File: src/rtl/serial_word_rx_if.sv
// Handshake bundle for serial_word_rx: qualified serial input, parallel word
// output with valid/ready, and sticky error flags with their clear strobe.
interface serial_word_rx_if #(
    parameter int WIDTH = 8
);
    logic             enable;
    logic             start;
    logic             s_in;
    logic             s_valid;
    logic [WIDTH-1:0] data_out;
    logic             data_valid;
    logic             data_ready;
    logic             busy;
    logic             overrun;
    logic             frame_err;
    logic             clr_err;

    // Producer/consumer side: drives the serial stream, takes the words.
    modport master (
        output enable,
        output start,
        output s_in,
        output s_valid,
        output data_ready,
        output clr_err,
        input  data_out,
        input  data_valid,
        input  busy,
        input  overrun,
        input  frame_err
    );

    // Receiver side.
    modport slave (
        input  enable,
        input  start,
        input  s_in,
        input  s_valid,
        input  data_ready,
        input  clr_err,
        output data_out,
        output data_valid,
        output busy,
        output overrun,
        output frame_err
    );
endinterface

File: src/rtl/serial_word_rx.sv
// Double-buffered MSB-first serial-to-parallel receiver: a shift register
// assembles words while a holding register presents the last one via valid/ready.
module serial_word_rx #(
    parameter int WIDTH = 8,
    parameter int CNT_W = 3
) (
    input  logic            clk,
    input  logic            rst,
    serial_word_rx_if.slave bus
);

    typedef enum logic [0:0] {
        ST_IDLE = 1'b0,
        ST_RECV = 1'b1
    } state_t;

    state_t           r_state;
    logic [WIDTH-1:0] r_shreg;
    logic [CNT_W-1:0] r_cnt;
    logic [WIDTH-1:0] r_data;
    logic             r_valid;
    logic             r_busy;
    logic             r_overrun;
    logic             r_frame_err;

    state_t           w_state_nxt;
    logic [WIDTH-1:0] w_shreg_nxt;
    logic [CNT_W-1:0] w_cnt_nxt;
    logic [WIDTH-1:0] w_word;
    logic             w_accept;
    logic             w_complete;
    logic             w_frame_evt;
    logic             w_drain;
    logic             w_load;
    logic             w_overrun_evt;
    logic [WIDTH-1:0] w_data_nxt;
    logic             w_valid_nxt;
    logic             w_overrun_nxt;
    logic             w_frame_nxt;

    assign w_accept = bus.enable & bus.s_valid;
    assign w_word   = {r_shreg[WIDTH-2:0], bus.s_in};

    // Receive FSM: next state, shift register and bit counter.
    always_comb begin
        w_state_nxt = r_state;
        w_shreg_nxt = r_shreg;
        w_cnt_nxt   = r_cnt;
        w_complete  = 1'b0;
        w_frame_evt = 1'b0;
        case (r_state)
            ST_IDLE: begin
                if (w_accept && bus.start) begin
                    w_shreg_nxt = {{(WIDTH-1){1'b0}}, bus.s_in};
                    w_cnt_nxt   = CNT_W'(1);
                    w_state_nxt = ST_RECV;
                end else begin
                    w_state_nxt = ST_IDLE;
                end
            end
            ST_RECV: begin
                if (w_accept && bus.start) begin
                    // A fresh start mid-word wins over completion of the old word.
                    w_shreg_nxt = {{(WIDTH-1){1'b0}}, bus.s_in};
                    w_cnt_nxt   = CNT_W'(1);
                    w_frame_evt = 1'b1;
                    w_state_nxt = ST_RECV;
                end else if (w_accept && (r_cnt == CNT_W'(WIDTH-1))) begin
                    w_complete  = 1'b1;
                    w_shreg_nxt = {WIDTH{1'b0}};
                    w_cnt_nxt   = {CNT_W{1'b0}};
                    w_state_nxt = ST_IDLE;
                end else if (w_accept) begin
                    w_shreg_nxt = w_word;
                    w_cnt_nxt   = r_cnt + CNT_W'(1);
                end else begin
                    w_state_nxt = ST_RECV;
                end
            end
            default: begin
                w_shreg_nxt = {WIDTH{1'b0}};
                w_cnt_nxt   = {CNT_W{1'b0}};
                w_state_nxt = ST_IDLE;
            end
        endcase
    end

    assign w_drain       = r_valid & bus.data_ready;
    assign w_load        = w_complete & (~r_valid | w_drain);
    assign w_overrun_evt = w_complete & ~w_load;

    // Holding register, handshake and sticky flags (set beats clear).
    always_comb begin
        w_data_nxt    = r_data;
        w_valid_nxt   = r_valid;
        w_overrun_nxt = r_overrun;
        w_frame_nxt   = r_frame_err;
        if (w_load) begin
            w_data_nxt  = w_word;
            w_valid_nxt = 1'b1;
        end else if (w_drain) begin
            w_valid_nxt = 1'b0;
        end else begin
            w_valid_nxt = r_valid;
        end
        if (w_overrun_evt) begin
            w_overrun_nxt = 1'b1;
        end else if (bus.clr_err) begin
            w_overrun_nxt = 1'b0;
        end else begin
            w_overrun_nxt = r_overrun;
        end
        if (w_frame_evt) begin
            w_frame_nxt = 1'b1;
        end else if (bus.clr_err) begin
            w_frame_nxt = 1'b0;
        end else begin
            w_frame_nxt = r_frame_err;
        end
    end

    // State, datapath and output registers.
    always_ff @(posedge clk or negedge rst) begin
        if (!rst) begin
            r_state     <= ST_IDLE;
            r_shreg     <= {WIDTH{1'b0}};
            r_cnt       <= {CNT_W{1'b0}};
            r_data      <= {WIDTH{1'b0}};
            r_valid     <= 1'b0;
            r_busy      <= 1'b0;
            r_overrun   <= 1'b0;
            r_frame_err <= 1'b0;
        end else begin
            r_state     <= w_state_nxt;
            r_shreg     <= w_shreg_nxt;
            r_cnt       <= w_cnt_nxt;
            r_data      <= w_data_nxt;
            r_valid     <= w_valid_nxt;
            r_busy      <= (w_state_nxt == ST_RECV);
            r_overrun   <= w_overrun_nxt;
            r_frame_err <= w_frame_nxt;
        end
    end

    assign bus.data_out   = r_data;
    assign bus.data_valid = r_valid;
    assign bus.busy       = r_busy;
    assign bus.overrun    = r_overrun;
    assign bus.frame_err  = r_frame_err;

endmodule
File: src/flat_wrapper.sv
// flat-port wrapper written by rule: the top's interface ports become plain ports
module serial_word_rx_flat 
#(
    parameter int WIDTH = 8,
    parameter int CNT_W = 3
)
  (clk, rst, bus_enable, bus_start, bus_s_in, bus_s_valid, bus_data_ready, bus_clr_err, bus_data_out, bus_data_valid, bus_busy, bus_overrun, bus_frame_err);
  serial_word_rx_if #(.WIDTH(WIDTH)) bus_i ();
  input  logic clk;
  input  logic rst;
  input wire logic [$bits(bus_i.enable)-1:0] bus_enable;
  input wire logic [$bits(bus_i.start)-1:0] bus_start;
  input wire logic [$bits(bus_i.s_in)-1:0] bus_s_in;
  input wire logic [$bits(bus_i.s_valid)-1:0] bus_s_valid;
  input wire logic [$bits(bus_i.data_ready)-1:0] bus_data_ready;
  input wire logic [$bits(bus_i.clr_err)-1:0] bus_clr_err;
  output wire logic [$bits(bus_i.data_out)-1:0] bus_data_out;
  output wire logic [$bits(bus_i.data_valid)-1:0] bus_data_valid;
  output wire logic [$bits(bus_i.busy)-1:0] bus_busy;
  output wire logic [$bits(bus_i.overrun)-1:0] bus_overrun;
  output wire logic [$bits(bus_i.frame_err)-1:0] bus_frame_err;
  assign bus_i.enable = bus_enable;
  assign bus_i.start = bus_start;
  assign bus_i.s_in = bus_s_in;
  assign bus_i.s_valid = bus_s_valid;
  assign bus_i.data_ready = bus_data_ready;
  assign bus_i.clr_err = bus_clr_err;
  assign bus_data_out = bus_i.data_out;
  assign bus_data_valid = bus_i.data_valid;
  assign bus_busy = bus_i.busy;
  assign bus_overrun = bus_i.overrun;
  assign bus_frame_err = bus_i.frame_err;
  serial_word_rx #(.WIDTH(WIDTH), .CNT_W(CNT_W)) u_core (.clk(clk), .rst(rst), .bus(bus_i));
endmodule
File: config.mk
export PLATFORM = sky130hd
export DESIGN_NAME = serial_word_rx_flat
export DESIGN_NICKNAME = d
export VERILOG_FILES = /design/src/rtl/serial_word_rx_if.sv /design/src/rtl/serial_word_rx.sv /design/src/flat_wrapper.sv
export SDC_FILE = /design/constraint.sdc
export NUM_CORES = 1
export LEC_CHECK = 0
export BUFFER_PORTS_ARGS = -buffer_cell sky130_fd_sc_hd__buf_2
export CAP_MARGIN = 20
export CELL_PAD_IN_SITES_DETAIL_PLACEMENT = 0
export CELL_PAD_IN_SITES_GLOBAL_PLACEMENT = 1
export CORE_MARGIN = 4
export CORE_UTILIZATION = 41
export DETAILED_ROUTE_END_ITERATION = 8
export HOLD_SLACK_MARGIN = 0.12
export PLACE_DENSITY_LB_ADDON = 0.08
export SYNTH_ARGS = -nofsm -noshare
export SYNTH_HDL_FRONTEND = slang
export SYNTH_SLANG_ARGS = --single-unit
File: constraint.sdc
create_clock -name clk -period 2 [get_ports clk]
set_input_delay 0.1 -clock clk [delete_from_list [all_inputs] [get_ports clk]]
set_output_delay 0.1 -clock clk [all_outputs]
set_load 0.01 [all_outputs]
==> results of run 1 <==
==> worst max-delay path by stage <==
stage,from,endpoint,slack (ns),cells past startpoint
after global placement,u_core.r_cnt[0]$_DFFE_PN0P_,u_core.r_shreg[4]$_DFFE_PN0P_,0.50,4
after floorplan,u_core.r_cnt[0]$_DFFE_PN0P_,u_core.bus.data_out[0]$_DFFE_PN0P_,0.62,4
after detailed placement,u_core.r_cnt[0]$_DFFE_PN0P_,u_core.r_shreg[1]$_DFFE_PN0P_,0.47,4
after global routing,u_core.r_cnt[0]$_DFFE_PN0P_,u_core.r_shreg[3]$_DFFE_PN0P_,0.34,4
after CTS,u_core.r_cnt[0]$_DFFE_PN0P_,u_core.r_shreg[4]$_DFFE_PN0P_,0.44,4
final,u_core.r_cnt[0]$_DFFE_PN0P_,u_core.r_shreg[4]$_DFFE_PN0P_,0.45,4
==> placed cells by master, fill, tap and decap left out, types with 2 or more instances in the layout <==
cell           count
a22o_1             9
dlygate4sd3_1      6
nand2_1            6
o21ai_0            2
buf_2             19
dfrtp_1           22
clkbuf_4           3
nor2b_1            2
nor2_1             2
inv_1              2
ha_1               2
mux2_2             8
==> layout make-up <==
type | count | area, sq um
well taps | 27 | 33.8
flip-flops and latches | 22 | 551
inverters | 2 | 7.51
fillers | 193 | 935
repair buffers | 25 | 155
multi-input cells | 41 | 338
clock buffers | 3 | 22.5
==> cell families after synthesis <==
family | share of synthesized area [%]
and+or+nand+nor | 10.1
muxes | 9.92
AOI/OAI and AO/OA | 14.5
buffers and inverters | 2.20
adders and majority gates | 2.75
DFF | 60.6
==> routing by layer <==
layer / part of all wire, % / vias to the layer above / wire length, microns
met5: 0 / - / 0
met2: 48 / 15 / 764
li1: - / 300 / -
met3: 4.3 / 2 / 69
met1: 47 / 302 / 762
met4: 0.62 / 0 / 10
==> registers in the layout (all words and copies together) (netlist names) <==
signal	cells
u_core.bus.data_out	8
u_core.bus.data_valid	1
u_core.bus.frame_err	1
u_core.bus.overrun	1
u_core.r_cnt	3
u_core.r_shreg	7
u_core.r_state	1
==> through the flow <==
step           utilization [%]  setup slack (ns)
2_1_floorplan                -             0.618
3_3_place_gp              50.2             0.502
3_5_place_dp              50.2             0.468
4_1_cts                   54.2             0.442
5_1_grt                   54.2             0.339
6_report                  54.2             0.451
==> worst min-delay path, delay by kind of cell <==
family	cells	cell delay [ns]
AND/OR/NAND/NOR	1	0.18
buffers and inverters	1	0.07
AO/OA/AOI/OAI	1	0.08
==> where the power goes <==
| part | leakage, uW | switching (uW) | internal (uW) |
|---|---|---|---|
| registers | 0.000295 | 30.4 | 484 |
| clock network | 0.0000138 | 120 | 70.0 |
| logic | 0.000274 | 55.5 | 62.5 |
| total | 0.000583 | 206 | 617 |
==> what timing repair did <==
action,4_1_cts,5_1_grt
setup endpoints to repair,0,0
hold buffers,6,0
hold endpoints to repair,28,0
==> key figures, run 1 <==
Run status
  – Status: complete, no violations

Flow run
  – Max-cap violation count: 0

Global route
  – Pin count of the biggest net entering global routing: 23
  – Met3 Usage GRT: between 3 and 4%
  – Initial antenna violation count: 0
  – Overflow after GRT: 0
  – Total Routing Usage GR: a little over an eighth
  – Met1 GRT Util: between 10% and 20%
  – Global-route wire length before repair: about 2700 microns
  – Number of global-route vias before repair: between 500 and 600
  – Grt met2 use: between 20% and 30%
  – Layer with the highest usage: met2

Final layout
  – Layout cells sized above 1: a little over a third
  – Layout area overhead: 21.9%
  – Design area: between 1000 and 1500 sq um
  – Nets: about 110
  – ANT cells: 0
  – Final Non-Filler Cells: 120

CTS
  – Post-CTS Setup Bufs: 0
  – Clock Latency Late Sink: roughly 0.29 ns
  – CTS resizes: 0
  – Max clock buf depth: 2
  – Clock Pin Slew Worst Setup and Hold Paths: ~0.11 ns
  – Clock tree root buffer cell: clkbuf_4
  – CTS tree: done
  – CTS buffer count: 3
  – CTS H-tree lvls: 1
  – CTS sink count: 22

Critical path
  – R2R Path Start: u_core.r_cnt[0]$_DFFE_PN0P_
  – Crit. End Element: flip-flop
  – R2R depth: 4
  – Crit Reg-Reg Endpoint: u_core.r_shreg[4]$_DFFE_PN0P_
  – CP top delay family: adder cells
  – CP Launch Type: flip-flop
  – Flop2flop setup slack: around 0.45 ns
  – WP data required: 2.24 ns
  – Setup CP Type: flip-flop to flip-flop
  – Largest stage delay, worst path: 0.43 ns
  – Slowest cell on crit path: nor2b_1
  – Cell Chain, Critical Path: ha_1 > ha_1 > nor2b_1 > a22o_1
  – WP buf/inv: 0
  – Worst-path maximum fanout: 7
  – Cell mode on critical path: ha_1
  – CP arrival: between 1.5 and 2 ns

Floorplanning
  – Starting Density: roughly 44%
  – # IOs: 20
  – Core area: about 2000 sq um
  – Site row count: 16
  – Die height: approximately 55 microns
  – Die area: between 3000 and 4000 sq um
  – Die Width: 55.1 microns

Synthesis
  – Ys async rst share: 100%
  – Post-synth top area share: approximately three fifths
  – Synthesized area per cell: ~14 sq um
  – Synth cell types: 21
  – Register bit count reported by yosys: 22
  – Synth warn: 0
  – Post-synth top area cell: dfrtp_1
  – Seq/Total Area, Yosys: between 60% and 70%
  – Post-synth EDFFs: 0
  – Most common cell in the netlist: dfrtp_1
  – Area contributors post-synth: dfrtp_1 61%, mux2_2 9.9%, a22o_1 8.7%, ha_1 2.8%, nand2_1 2.5%
  – Post-synthesis instance area: 908 sq um
  – Post-synth top cells: 22 x dfrtp_1, 9 x a22o_1, 8 x mux2_2
  – Cell count after synthesis: 67
  – Ys flop type: dfrtp_1
  – Net Count, Synth: 77

Worst hold path
  – Min-delay src: bus_data_ready
  – Hold path depth: 3
  – WHS Endpoint: u_core.bus.overrun$_DFFE_PN0P_
  – Min-Delay Path Class: input port to flip-flop

Placement
  – RD Place Congestion: 0.683
  – DPL Wire Length: about 1100 microns
  – Port-buffer cells: 19
  – Placed inst area: a little over 1000 sq um
  – Inst Count DP: between 100 and 150

Power and ir drop
  – Peak VDD IR: approximately 0.44 mV
  – P_leak: approximately 0.00058 uW
  – Pwr Total: approximately 820 uW
  – P per Cell Area: between 700 and 800 nW/um^2

STA
  – RSZ-0062 raised after global routing: false
  – Worst Clk Skew: approximately 0.0037 ns
  – Post-layout min period: 1.55 ns
  – Hold violation total from the final report: 0
  – Worst-Margin Slew: 0.491 ns
  – F_max: roughly 650 MHz
  – Final setup TNS: 0 ns
  – Period utilisation layout: 77.5%
  – Final setup vio count: 0
  – Relative slew slack: between 60% and 70%
  – Max-slew violation count: 0
  – Fin Hold WS: ~0.17 ns

Routing
  – DR vias/cell: between 5 and 6
  – Vias: between 600 and 700
  – Routed len/inst: around 13 microns
  – DR pass1 iterations: 4
  – Antenna Nets Post-Route: 0
  – # DRC: 0
  – Final WL: ~1600 microns
  – Initial DRC count: 8
Note: power is estimated with default switching activity, not from simulation.
==> inputs of run 2 (changes only) <==
--- a/config.mk
+++ b/config.mk
@@ -5,12 +5,13 @@
 export SDC_FILE = /design/constraint.sdc
 export NUM_CORES = 1
 export LEC_CHECK = 0
+export ABC_AREA = 1
 export BUFFER_PORTS_ARGS = -buffer_cell sky130_fd_sc_hd__buf_2
 export CAP_MARGIN = 20
 export CELL_PAD_IN_SITES_DETAIL_PLACEMENT = 0
 export CELL_PAD_IN_SITES_GLOBAL_PLACEMENT = 1
 export CORE_MARGIN = 4
-export CORE_UTILIZATION = 41
+export CORE_UTILIZATION = 37
 export DETAILED_ROUTE_END_ITERATION = 8
 export HOLD_SLACK_MARGIN = 0.12
 export PLACE_DENSITY_LB_ADDON = 0.08
==> constraint.sdc (replaced) <==
create_clock -name clk -period 1.38 [get_ports clk]
set_input_delay 0.069 -clock clk [delete_from_list [all_inputs] [get_ports clk]]
set_output_delay 0.069 -clock clk [all_outputs]
set_load 0.01 [all_outputs]
==> key figures, run 2 <==
Routing
  – Initial DRC count: 19
  – Vias: 770
  – Antenna Nets Post-Route: 0
  – DR vias/cell: about 4.8
  – Final WL: 1980 microns
  – Routed len/inst: roughly 12 microns
  – # DRC: 0
  – DR pass1 iterations: 4

Worst hold path
  – Min-delay src: bus_enable
  – Hold path depth: 3
  – WHS Endpoint: u_core.bus.frame_err$_DFFE_PN0P_
  – Min-Delay Path Class: input port to flip-flop

Power and ir drop
  – P_leak: around 0.00065 uW
  – Clock share of power: 15.7%
  – Net Sw Power: around 610 uW
  – Cell Int Power: approximately 1200 uW
  – Logic pwr share: between 30 and 40%
  – Pwr Total: around 1800 uW
  – P per Cell Area: roughly 1400 nW/um^2
  – Sw Share: 34.2%
  – Sequential Power Share: 51.0%
  – Peak VDD IR: 0.639 mV

Placement
  – DPL Wire Length: roughly 1500 microns
  – RD Place Congestion: about 0.69
  – Port-buffer cells: 19
  – Inst Count DP: 153
  – Setup WS pre-CTS: about 0.023 ns

Critical path
  – CP arrival: ~1.5 ns
  – Cell Chain, Critical Path: ha_1 > ha_2 > or2_2 > o211ai_1
  – Flop2flop setup slack: about 0.06 ns
  – Crit Reg-Reg Endpoint: u_core.r_cnt[0]$_DFFE_PN0P_
  – R2R depth: 4
  – CP top delay family: flip-flops
  – WP data required: between 1.5 and 2 ns
  – Slowest cell on crit path: dfrtp_1
  – CP Launch Type: flip-flop
  – R2R Path Start: u_core.r_cnt[0]$_DFFE_PN0P_
  – Setup CP Type: flip-flop to flip-flop
  – Largest stage delay, worst path: about 0.40 ns
  – Levels on crit path: 4
  – Worst-path maximum fanout: 2
  – Setup crit start: u_core.r_cnt[0]$_DFFE_PN0P_
  – WP buf/inv: 0
  – Crit. End Element: flip-flop

CTS
  – Max clock buf depth: 2
  – Clock Latency Late Sink: about 0.29 ns
  – Clock tree root buffer cell: clkbuf_4
  – CTS tree: done
  – CTS sink count: 22
  – CTS buffer count: 3
  – CTS H-tree lvls: 1
  – Clock Pin Slew Worst Setup and Hold Paths: about 0.11 ns

STA
  – Final worst slack: approximately 0.060 ns
  – Worst Clk Skew: 0.00468 ns
  – Final setup TNS: 0 ns
  – Hold violation total from the final report: 0
  – Period utilisation layout: between 90% and 100%
  – Relative slew slack: 67.3%
  – Worst-Margin Slew: just under 0.5 ns
  – Post-layout min period: roughly 1.3 ns
  – Final setup vio count: 0
  – F_max: 758 MHz
  – Max-slew violation count: 0

Synthesis
  – Seq/Total Area, Yosys: 52.7%
  – Post-synth top area cell: dfrtp_1
  – Synth warn: 0
  – Register bit count reported by yosys: 22
  – Synth cell types: 21
  – Net Count, Synth: approximately 110
  – Post-synthesis instance area: 1040 sq um
  – Cell count after synthesis: a little over 100
  – Most common cell in the netlist: nand2_1
  – Synthesized area per cell: 10.2 sq um
  – Ys async rst share: between 90% and 100%
  – Area contributors post-synth: dfrtp_1 53%, nand2_1 11%, o21ai_2 6.7%, nand3_1 4.8%, nand4_1 4.8%
  – Post-synth top cells: 30 x nand2_1, 22 x dfrtp_1, 10 x nand3_1
  – Post-synth top area share: a little over half
  – Ys flop type: dfrtp_1
  – Post-synth EDFFs: 0

Global route
  – Initial antenna violation count: 0
  – Number of global-route vias before repair: 753
  – Total Routing Usage GR: between 10% and 20%
  – Met3 Usage GRT: under 10%
  – Global-route wire length before repair: approximately 3400 microns
  – Overflow after GRT: 0
  – Pin count of the biggest net entering global routing: 23
  – Layer with the highest usage: met2
  – Grt met2 use: between 15 and 20%
  – Met1 GRT Util: between 10% and 20%

Floorplanning
  – Site row count: 19
  – Die height: between 60 and 70 microns
  – Die area: approximately 3700 sq um
  – Starting Density: about two fifths
  – Die Width: about 61 microns
  – Core area: around 2700 sq um
  – # IOs: 20

Final layout
  – Nets: 142
  – Layout cells sized above 1: around 38%
  – ANT cells: 0
  – Fillers: 272
  – Layout area overhead: 19.4%
  – Register Area: ~550 sq um
  – Number of flip-flops in the largest register: 8
  – Most common library cell in the layout ignoring fill and taps: nand2_1
  – Most frequent cells in the layout: 30 x nand2_1, 22 x dfrtp_1, 19 x buf_2, 10 x nand3_1
  – Final Non-Filler Cells: about 160
  – Area occupied by multi-input gates: 435 sq um
  – Utilization after layout: a little under half

Flow run
  – Max-cap violation count: 0

Run status
  – Status: complete, no violations
run 2: timing repair:
| item | CTS | global route |
|---|---|---|
| gates resized for setup | 0 | 2 |
| setup buffers | 0 | 2 |
| hold buffers | 3 | 0 |
| setup endpoints to repair | 0 | 14 |
| hold endpoints to repair | 26 | 0 |
run 2: worst max path at each step:
stage	slack [ns]	to
2_1_floorplan	0.07	u_core.bus.overrun$_DFFE_PN0P_
3_3_place_gp	0.06	u_core.bus.data_out[5]$_DFFE_PN0P_
3_5_place_dp	0.02	u_core.bus.data_out[5]$_DFFE_PN0P_
4_1_cts	0.003	u_core.bus.data_out[5]$_DFFE_PN0P_
5_1_grt	-0.001	u_core.r_cnt[0]$_DFFE_PN0P_
6_report	0.06	u_core.r_cnt[0]$_DFFE_PN0P_
run 2: final cells by class:
class / instances / area share [%]
flip-flops and latches: 22 / 44.1
multi-input cells: 70 / 34.9
repair buffers: 29 / 14.2
well taps: 31 / 3.11
clock buffers: 3 / 1.81
inverters: 6 / 1.81
run 2: layer usage:
layer | wire (microns) | up-vias
met2 | 862 | 14
met3 | 112 | 2
li1 | - | 402
met4 | 14 | 0
met1 | 991 | 352
met5 | 0 | -
run 2: cell families after synthesis:
kind of cell	Yosys count	synth area share, %
simple gates	56	29.3
flops	22	52.7
compound gates	12	9.70
fa+ha+maj	2	2.39
buf+inv	10	5.87
run 2: per-stage QoR:
step / hold WS (ns) / cell area (sq um)
detailed placement: 0.0696 / 1180
finish: 0.146 / 1250
global placement: 0.0689 / 1180
floorplan: -0.227 / 1040
CTS: 0.135 / 1230
global route: 0.143 / 1250
run 2: power groups by stage:
stage / Sequential (uW) / Clock, uW / Combinational [uW]
floorplan: 925 / 0 / 390
global placement: 921 / 0 / 560
detailed placement: 921 / 0 / 561
CTS: 909 / 300 / 570
global route: 928 / 331 / 676
finish: 908 / 279 / 593
run 2: worst min-delay path: stages:
cell and delay, ns:
buf_2 0.11, nand3_2 0.15, o22ai_2 0.08
